### src/rtl/riscv_pkg.sv
// Shared definitions for the RISC-V pipeline front end: fetch FSM states and fetch constants.
package riscv_pkg;

  localparam int unsigned XLEN_DEFAULT = 32;

  typedef enum logic [1:0] {
    REQ  = 2'd0,
    WAIT = 2'd1,
    KILL = 2'd2
  } fetch_state_e;

  localparam logic [31:0] BUBBLE_INSTR     = 32'h0000_0000;
  localparam logic [31:0] PC_INCR          = 32'd4;
  localparam logic [31:0] DEFAULT_RESET_PC = 32'h0000_0000;

endpackage

### src/rtl/if_perf_cnt.sv
// Saturating event counter used for the optional fetch performance outputs (IF_PERF_EN).
module if_perf_cnt #(
  parameter int unsigned WIDTH = 32
) (
  input  logic             clk,
  input  logic             reset_n,
  input  logic             inc_i,
  output logic [WIDTH-1:0] count_o
);

  logic [WIDTH-1:0] count_q;
  logic [WIDTH-1:0] count_d;

  always_comb begin
    count_d = count_q;
    if (inc_i && (count_q != {WIDTH{1'b1}})) begin
      count_d = count_q + WIDTH'(1);
    end
  end

  always_ff @(posedge clk or negedge reset_n) begin
    if (!reset_n) begin
      count_q <= '0;
    end else begin
      count_q <= count_d;
    end
  end

  assign count_o = count_q;

endmodule

### src/rtl/if_fetch_unit.sv
// Instruction-fetch stage: owns the PC, issues single-outstanding imem requests, and fills the IF/ID slot.
// Optional performance counters are built when IF_PERF_EN is defined.
module if_fetch_unit
  import riscv_pkg::*;
#(
  parameter int unsigned       XLEN     = XLEN_DEFAULT,
  parameter logic [XLEN-1:0]   RESET_PC = XLEN'(DEFAULT_RESET_PC)
) (
  input  logic            clk,
  input  logic            reset_n,
  output logic            imem_req_valid,
  input  logic            imem_req_ready,
  output logic [XLEN-1:0] imem_req_addr,
  input  logic            imem_rsp_valid,
  input  logic [XLEN-1:0] imem_rsp_data,
  input  logic            stall,
  input  logic            redirect_valid,
  input  logic [XLEN-1:0] redirect_pc,
  output logic [XLEN-1:0] if_pc,
  output logic [XLEN-1:0] if_instr,
  output logic            if_valid,
`ifdef IF_PERF_EN
  output logic [31:0]     perf_fetched,
  output logic [31:0]     perf_stall_cyc,
  output logic [31:0]     perf_killed,
`endif
  output logic            if_flush
);

  fetch_state_e    state_q, state_d;
  logic [XLEN-1:0] pc_q, pc_d;
  logic            slot_valid_q, slot_valid_d;
  logic [XLEN-1:0] slot_pc_q, slot_pc_d;
  logic [XLEN-1:0] slot_instr_q, slot_instr_d;

  logic consume;
  logic fill;
  logic discard;

  assign consume = slot_valid_q && !stall;
  assign fill    = (state_q == WAIT) && imem_rsp_valid && !redirect_valid;
  assign discard = imem_rsp_valid && ((state_q == KILL) ||
                                      ((state_q == WAIT) && redirect_valid));

  // FSM state register
  always_ff @(posedge clk or negedge reset_n) begin
    if (!reset_n) begin
      state_q <= REQ;
    end else begin
      state_q <= state_d;
    end
  end

  // FSM next state; a response that arrives while killing always retires the outstanding request
  always_comb begin
    state_d = state_q;
    unique case (state_q)
      REQ: begin
        if (imem_req_valid && imem_req_ready) state_d = WAIT;
      end
      WAIT: begin
        if (imem_rsp_valid)      state_d = REQ;
        else if (redirect_valid) state_d = KILL;
      end
      KILL: begin
        if (imem_rsp_valid) state_d = REQ;
      end
      default: state_d = REQ;
    endcase
  end

  // FSM outputs
  always_comb begin
    imem_req_valid = 1'b0;
    if ((state_q == REQ) && (!slot_valid_q || !stall) && !redirect_valid && reset_n) begin
      imem_req_valid = 1'b1;
    end
  end

  // PC and slot update; redirect overrides fill and consume
  always_comb begin
    pc_d         = pc_q;
    slot_valid_d = slot_valid_q;
    slot_pc_d    = slot_pc_q;
    slot_instr_d = slot_instr_q;
    if (redirect_valid) begin
      pc_d         = redirect_pc & ~XLEN'(3);
      slot_valid_d = 1'b0;
      slot_pc_d    = '0;
      slot_instr_d = XLEN'(BUBBLE_INSTR);
    end else if (fill) begin
      pc_d         = pc_q + XLEN'(PC_INCR);
      slot_valid_d = 1'b1;
      slot_pc_d    = pc_q;
      slot_instr_d = imem_rsp_data;
    end else if (consume) begin
      slot_valid_d = 1'b0;
      slot_pc_d    = '0;
      slot_instr_d = XLEN'(BUBBLE_INSTR);
    end
  end

  always_ff @(posedge clk or negedge reset_n) begin
    if (!reset_n) begin
      pc_q         <= RESET_PC;
      slot_valid_q <= 1'b0;
      slot_pc_q    <= '0;
      slot_instr_q <= XLEN'(BUBBLE_INSTR);
    end else begin
      pc_q         <= pc_d;
      slot_valid_q <= slot_valid_d;
      slot_pc_q    <= slot_pc_d;
      slot_instr_q <= slot_instr_d;
    end
  end

  assign imem_req_addr = pc_q;
  assign if_pc         = slot_pc_q;
  assign if_instr      = slot_instr_q;
  assign if_valid      = slot_valid_q;
  assign if_flush      = redirect_valid;

`ifdef IF_PERF_EN
  if_perf_cnt #(.WIDTH(32)) u_cnt_fetched (
    .clk     (clk),
    .reset_n (reset_n),
    .inc_i   (fill),
    .count_o (perf_fetched)
  );

  if_perf_cnt #(.WIDTH(32)) u_cnt_stall (
    .clk     (clk),
    .reset_n (reset_n),
    .inc_i   (slot_valid_q && stall),
    .count_o (perf_stall_cyc)
  );

  if_perf_cnt #(.WIDTH(32)) u_cnt_killed (
    .clk     (clk),
    .reset_n (reset_n),
    .inc_i   (discard),
    .count_o (perf_killed)
  );
`else
  logic unused_discard;
  assign unused_discard = discard;
`endif

endmodule

### config.mk
export PLATFORM = sky130hd
export DESIGN_NAME = if_fetch_unit
export DESIGN_NICKNAME = d
export VERILOG_FILES = /design/src/rtl/riscv_pkg.sv /design/src/rtl/if_perf_cnt.sv /design/src/rtl/if_fetch_unit.sv
export SDC_FILE = /design/constraint.sdc
export NUM_CORES = 1
export LEC_CHECK = 0
export ABC_AREA = 1
export CORE_MARGIN = 2
export CORE_UTILIZATION = 63
export DETAILED_ROUTE_END_ITERATION = 16
export DONT_BUFFER_PORTS = 1
export GPL_TIMING_DRIVEN = 0
export PLACE_DENSITY_LB_ADDON = 0.08
export RECOVER_POWER = 100
export SLEW_MARGIN = 20
export SYNTH_ARGS = -nofsm -noshare
export SYNTH_HDL_FRONTEND = slang
export SYNTH_SLANG_ARGS = --single-unit
export TNS_END_PERCENT = 1
### constraint.sdc
create_clock -name clk -period 2 [get_ports clk]
set_input_delay 0.4 -clock clk [delete_from_list [all_inputs] [get_ports clk]]
set_output_delay 0.4 -clock clk [all_outputs]
set_load 0.03 [all_outputs]
* Word level (Yosys, flattened, before mapping)
Cells that the tools add are included.
Storage, ports and cells: register bits 99, bits of input ports 70, word-level logic and storage cells 42
Operators by class: add/subtract/negate cells 1, equal/unequal tests 5, mux-type cells 16, reductions and logical operators 15
Operators by type and width (count):
- 32-bit two-way mux | 7
- 32-bit by 3-bit adder with 32-bit output (second input constant) | 1
- 2-bit two-way mux | 4
- 1-bit logical AND | 7
- 2-bit one-hot mux with 3 select lines | 1
- 1-bit two-way mux | 4
- 2-bit inequality test (second input constant) | 2
- 1-bit zero test | 3
- 3-bit inequality test (second input constant) | 1
- 3-bit AND reduction | 1
- 3-bit nonzero test | 1
- 2-bit by 1-bit equality test with 1-bit output (second input constant) | 1
- 2-bit equality test (second input constant) | 1
- 2-bit zero test | 1
- 2-bit nonzero test | 1
- 1-bit logical OR | 1

* Longest topological paths before layout
Gate-level depths: netlist of run 1.
word-level depth 9, mapped depth 10

* Worst setup path after synthesis of run 1
No wires, ideal clock.
kind input-to-output, start input port redirect_valid, end output port imem_req_valid, data arrival time 1510 ps, required time 1600 ps, setup slack 90 ps, stages 4, buffers on the path 1, cells stage by stage buf_2 -> inv_1 -> nand3_1 -> nor3_1
Between the ends: cells in the longest elaborated chain, start to end 4
RTL lines:
- start: declaration | RTL line if_fetch_unit.sv:17 | input logic redirect_valid,
- 1-bit zero test | RTL line if_fetch_unit.sv:75 | if ((state_q == REQ) && (!slot_valid_q || !stall) && !redirect_valid && reset_n) begin
- 1-bit logical AND (2 in a row) | RTL line if_fetch_unit.sv:75
- 1-bit two-way mux | RTL line if_fetch_unit.sv:75
- end: declaration | RTL line if_fetch_unit.sv:11 | output logic imem_req_valid,
Every way passes these cells.

* Worst setup path in the final report of run 1
start register pc_q[3], in the netlist imem_req_addr[3], end register pc_q[26], in the netlist imem_req_addr[26]
Between the ends: cells in the longest elaborated chain, start to end 3
RTL lines:
- start: declaration | RTL line if_fetch_unit.sv:31 | logic [XLEN-1:0] pc_q, pc_d;
- start signal: assignment | RTL line if_fetch_unit.sv:110 | pc_q <= pc_d;
- 32-bit by 3-bit adder with 32-bit output | RTL line if_fetch_unit.sv:92 | pc_d = pc_q + XLEN'(PC_INCR);
- 32-bit two-way mux | RTL line if_fetch_unit.sv:91 | end else if (fill) begin
- 32-bit two-way mux | RTL line if_fetch_unit.sv:86 | if (redirect_valid) begin
Every way passes these cells. The select of a mux whose other input is x is not followed. A chain may end at the register's enable or synchronous reset.

==> results of run 1 <==
-- kinds of logic after synthesis --
kind of cell / Yosys count
buf+inv: 137
fa+ha+maj: 1
xor+xnor: 6
flops: 96
other cells: 1
simple gates: 269
compound gates: 97
-- registers in the layout, indices dropped and copies added (netlist names) --
register       flops
imem_req_addr     30
if_instr          32
state_q            2
if_pc             31
if_valid           1
-- synth_stat cells --
| cell type | count |
|---|---|
| a211oi_1 | 1 |
| a21oi_1 | 4 |
| a22oi_1 | 1 |
| a31oi_1 | 1 |
| a32o_1 | 1 |
| buf_1 | 2 |
| buf_2 | 10 |
| buf_4 | 5 |
| buf_6 | 7 |
| clkbuf_1 | 2 |
| conb_1 | 1 |
| dfrtp_1 | 96 |
| ha_1 | 1 |
| inv_1 | 108 |
| inv_2 | 3 |
| nand2_1 | 142 |
| nand2_2 | 1 |
| nand2_4 | 2 |
| nand3_1 | 34 |
| nand3b_1 | 4 |
| nand4_1 | 9 |
| nor2_1 | 67 |
| nor2_2 | 4 |
| nor2_4 | 1 |
| nor2_8 | 1 |
| nor3_1 | 3 |
| nor3b_1 | 1 |
| o211ai_1 | 6 |
| o21ai_0 | 19 |
| o21ai_1 | 35 |
| o21ai_4 | 1 |
| o221ai_1 | 2 |
| o22ai_1 | 26 |
| xnor2_1 | 1 |
| xor2_1 | 5 |
-- critical path, cell delays in order (launching register included) --
cell      delay (ns)
dfrtp_2         0.52
ha_1            0.27
nand2_1         0.07
nor2_1          0.13
nand2_1         0.13
nor2_2          0.21
nand2_1         0.14
o21ai_0         0.22
nand3b_1        0.10
-- cell type report --
type / instances / area, um^2
clock inverter: 6 / 51.30
sequential: 96 / 2406
clock buffer: 10 / 137.6
inverter: 111 / 416.7
multi-input combinational: 375 / 1793
fill: 622 / 2227
tap: 99 / 123.9
buffer: 26 / 136.4
-- how the worst max path moves through the flow --
stage | startpoint | end | slack (ns) | depth (start not counted)
6_report | imem_req_addr[3] | imem_req_addr[26] | 0.1 | 8
5_1_grt | imem_req_addr[3] | imem_req_addr[26] | -0.02 | 8
4_1_cts | if_valid | imem_req_valid | 0.01 | 3
3_5_place_dp | imem_req_addr[3] | imem_req_addr[26] | -0.07 | 8
3_3_place_gp | redirect_valid | imem_req_valid | -0.04 | 4
2_1_floorplan | redirect_valid | imem_req_valid | 0.09 | 4
-- cells in the final DEF (no fill, tap or decap), types with 7 or more instances in the layout --
cell	n
o21ai_0	47
nand3_1	34
dfrtp_1	93
buf_2	7
o21ai_1	7
o22ai_1	26
inv_1	109
nand2_1	142
clkbuf_8	10
nor2_1	65
clkbuf_1	8
nand4_1	9
-- metrics by stage --
step                std cells  hold slack [ns]  util [%]  area, um^2
finish                    723          -0.2896     69.46        5065
global route              723          -0.3074     69.46        5065
CTS                       723          -0.3001     70.01        5105
detailed placement        707           0.1064     67.31        4908
global placement          707           0.1063     67.31        4908
floorplan                 608           0.1044         -        4785
-- power by group through the flow --
stage                     logic (uW)  clock network, uW  registers, uW
after floorplan                  328                  0           2370
after global placement           399                  0           2420
after detailed placement         411                  0           2420
after CTS                        416               1230           2380
after global routing             457               1300           2400
final                            403               1220           2380
-- per-layer routing --
metal	up-vias	share of wire (%)	global-route usage, %
li1	1930	-	-
met1	1900	40	40.14
met2	241	46	49.01
met3	29	11	9.295
met4	0	2.3	11.49
met5	-	0	0
-- repair_timing --
action	in CTS	in global routing
pin swaps	0	0
gates resized for setup	3	5
hold endpoints to repair	96	96
setup endpoints to repair	3	6
==> impl_metrics.csv, run 1 <==
group,metric,value,unit
run_status,status,"finished, violations left",
run_status,violations,"negative hold slack",
clock_network,clk_latency,0.36,ns
setup_path,worstPathMaxFanout,6,
global_route,grt_max_degree,98,
pwr,switching_share,33.39,%
synth,synth-compound-area-share,11.78,%
synth,synth_top_family_by_area,"simple AND/OR/NAND/NOR gates",
finish,nets,690,
clock_network,path_clk_slew,0.11,ns
die,fp.coreArea,7292,um^2
drt,drt_wl_total,12610,um
global_route,antenna_found_initial,0,
setup_path,startpoint_type,"flop",
clock_network,clockBufferDepth,2,
sta,finalSetupTns,0,ns
die,die_area,8301,um^2
pwr,pwr-share-clk,30.5,%
setup_path,rr_startpoint,"imem_req_addr[3]",
drt,vias,4100,
global_route,grtUsageTotal,30.86,%
synth,syn-cell-area,4781,um^2
drt,post_drt_wl_per_cell,17.44,um
die,std_cell_rows,31,
setup_path,rr_worst_depth,8,
synth,synth_seq_cells,96,
clock_network,cts-root-buf,"clkbuf_8",
sta,grt_setup_unrepaired,"yes",
drt,viasPerCell,5.671,
sta,worst_slew_pin_slew,0.6256,ns
sta,drv_slew,0,
sta,fin_crit,1.903,ns
synth,muxShareOfSynthArea,0,%
synth,synth_top_area_share,50.25,%
clock_network,cts_htree_levels,3,
synth,yosysWarnings,0,
sta,max_slew_margin,58.29,%
clock_network,cts_tree,"done",
sta,finalSetupViolCount,0,
synth,synth-xor-area-share,1.099,%
sta,timing.fmax,0.5256,GHz
setup_path,worst_setup_path_end_kind,"flop",
clock_network,cts_buffers,9,
placement,dp_slack,-0.07166,ns
setup_path,critPathArrivalTime,2.15,ns
sta,layout_setup_ws,0.09733,ns
clock_network,cts_sinks,96,
finish,layout-drive-gt1-share,8.173,%
pwr,combPwrFrac,10.1,%
drt,drt_iter0_drc,328,
pwr,vdd_ir_drop_max,0.0004002,V
die,io_pins,169,
drt,drcViolationCount,0,
synth,ys_seq_area_share,50.25,%
pwr,switching_power,1339,uW
drt,ant_nets,0,
synth,synth-adder-area-share,0.2617,%
sta,fin_skew,0.01271,ns
placement,dp_hpwl,9142,um
global_route,grt.overflow.total,0,
clock_network,post-cts-setup-buffer-count,0,
placement,place.gp.congestion,0.9290,
sta,holdWs,-0.2896,ns
die,start_util,65.56,%
sta,finalCritPeriodShare,95.13,%
drt,firstDrtPassIters,6,
setup_path,path_class,"reg -> reg",
pwr,total_power,4010,uW
die,die_h,91.11,um
setup_path,required,2.25,ns
die,fp.dieW,91.11,um
finish,syn2layout_area_growth,5.941,%
synth,synth_area_leader_cell,"dfrtp_1",
synth,synthDistinctLibCells,35,
pwr,power_leakage,0.002265,uW
placement,io_buffers,0,
setup_path,r2r_setup_slack,0.1,ns
sta,timing.final.hold_violations,96,
global_route,grt_pass1_wl,20280,um
run,maxCapViolCount,0,
pwr,p_seq_share,59.4,%
global_route,grt_pass1_vias,4064,
pwr,p_int,2671,uW
synth,synth_area_leaders,"dfrtp_1 50%, nand2_1 11%, inv_1 8.5%",
worst_hold_path,hold_path.class,"in -> async",
synth,syn-instance-count,607,
synth,synthSimpleGateAreaFrac,24.03,%
pwr,p_per_area,791.8,nW/um^2
synth,synth.avg_cell_area,7.876,um^2
setup_path,r2r_end,"imem_req_addr[26]",
finish,diodes,0,
Note: power is estimated with default switching activity, not from simulation.
==> run 2, diff against run 1 <==
Settings changed: CORE_UTILIZATION 63 to 58.
==> impl_metrics.csv, run 2 (synthesized netlist as in run 1, its figures left out) <==
group,metric,value,unit
die,start_util,59.08,%
finish,fin_area,5115,um^2
global_route,grtUsageTotal,29.78,%
setup_path,startpoint_type,"flop",
die,die_h,94.79,um
placement,place.gp.congestion,0.9535,
sta,max_slew_margin,60.09,%
setup_path,required,1.60,ns
global_route,grt.overflow.total,0,
die,fp.coreArea,8093,um^2
clock_network,path_clk_slew,0.10,ns
drt,post_drt_wl_per_cell,17.52,um
global_route,busiest_layer,"met2",
setup_path,path_class,"reg -> out",
run_status,status,"finished, violations left",
sta,drv_slew,0,
clock_network,cts_buffers,9,
setup_path,worst_setup_path_end_kind,"output pin",
run,maxCapViolCount,0,
sta,timing.fmax,0.5232,GHz
finish,diodes,0,
setup_path,critPathArrivalTime,1.51,ns
drt,drt_wl_total,12770,um
setup_path,worstPathMaxFanout,3,
sta,finalCritPeriodShare,95.56,%
pwr,power_leakage,0.002279,uW
drt,drt_iter0_drc,217,
sta,timing.final.hold_violations,96,
sta,grt_setup_unrepaired,"no",
global_route,grt_max_degree,98,
finish,nFillCells,735,
clock_network,clk_latency,0.38,ns
die,io_pins,169,
clock_network,cts-root-buf,"clkbuf_8",
drt,firstDrtPassIters,4,
global_route,antenna_found_initial,0,
pwr,p_per_area,812.4,nW/um^2
setup_path,cpPeakStageDelay,0.51,ns
pwr,vdd_ir_drop_max,0.0004641,V
clock_network,cts_htree_levels,3,
clock_network,cts_tree,"done",
finish,nets,690,
finish,largest_register_ff_count,32,
finish,layout-drive-gt1-share,8.654,%
global_route,use_met3,8.380,%
worst_hold_path,hold_path.class,"in -> async",
placement,post_dp_cell_area,4916,um^2
finish,syn2layout_area_growth,6.988,%
sta,finalSetupViolCount,0,
sta,holdWs,-0.2987,ns
placement,dp_hpwl,9243,um
drt,viasPerCell,5.524,
drt,vias,4027,
sta,worst_slew_pin_slew,0.5986,ns
setup_path,critPathSlowestCell,"dfrtp_1",
global_route,grt_pass1_wl,20310,um
clock_network,clockBufferDepth,2,
clock_network,cts_sinks,96,
global_route,grt_pass1_vias,4033,
die,std_cell_rows,33,
finish,final_common_cell,"nand2_1",
die,die_area,8985,um^2
placement,io_buffers,0,
die,fp.dieW,94.79,um
pwr,total_power,4155,uW
drt,ant_nets,0,
global_route,met1_usage,38.41,%
setup_path,cp_cell_sequence,"nand2_1 -> nand3_1 -> nor3_4",
sta,fin_skew,0.01085,ns
sta,fin_crit,1.911,ns
finish,mostFrequentLayoutCells,"142 x nand2_1, 109 x inv_1, 93 x dfrtp_1",
drt,drcViolationCount,0,
global_route,grtUsageMet2,47.34,%
run_status,violations,"negative hold slack",
finish,fin_util,63.20,%
==> run 2: cell count changes in the layout (fill, tap and decap cells not counted), sizes merged <==
cell      previous run  this run
buf                 12        14
bufinv               0         1
clkbuf              24        22
clkinv               3         0
clkinvlp             1         2
inv                113       114
==> run 2: area by class of cell <==
class / count / area, um^2 / share of cell area (%)
flip-flops and latches: 96 / 2406 / 47.04
multi-input cells: 375 / 1810 / 35.40
inverters: 111 / 416.7 / 8.146
plain buffers: 26 / 138.9 / 2.715
clock buffers: 10 / 137.6 / 2.691
well taps: 105 / 131.4 / 2.568
clock inverters: 6 / 73.82 / 1.443
==> run 2: worst paths after layout <==
check / start / end / slack, ns / depth (start not counted)
worst max-delay path: if_valid / imem_req_valid / 0.09 / 3
worst min-delay path: reset_n / if_instr[1] / -0.30 / 0
max in group asynchronous: reset_n / imem_req_addr[4] / 2.12 / 0
min in group clk: imem_rsp_data[25] / if_instr[25] / 0.14 / 2
worst min register to register: state_q[0] / state_q[1] / 0.60 / 1
worst max register to register: state_q[1] / if_pc[19] / 0.16 / 7
==> run 2: stage by stage <==
step | hold WS [ns] | TNS, ns | setup WS (ns) | instances
finish | -0.2987 | 0 | 0.08875 | 729
global route | -0.3263 | 0 | 0.001187 | 729
CTS | -0.3078 | 0 | 0.06731 | 729
detailed placement | 0.1063 | -0.1303 | -0.08670 | 713
global placement | 0.1063 | -0.04797 | -0.04023 | 713
floorplan | 0.1044 | 0 | 0.09018 | 608
==> run 2: what timing repair did <==
item / CTS / global route
gates resized for setup: 4 / 7
buffers inserted: 0 / 0
endpoints found under the setup margin: 4 / 8
hold endpoints to repair: 96 / 96
==> run 2: critical path: cells and delay by family, from the launching register on <==
family | cells | cell delay, ns
and+or+nand+nor | 3 | 0.62
DFF | 1 | 0.51
==> run 2: per-layer routing <==
layer  routed length, um  up-vias  share of wire (%)
met2                6074      155                 48
met1                5271     1917                 41
met4                 294        0                2.3
met3                1128       27                8.8
met5                   0        -                  0
li1                    -     1928                  -
==> run 2: report_power, final <==
group,switching (uW),internal [uW]
Combinational,273,135
Sequential,349,2040
Clock,731,630
Total,1350,2800
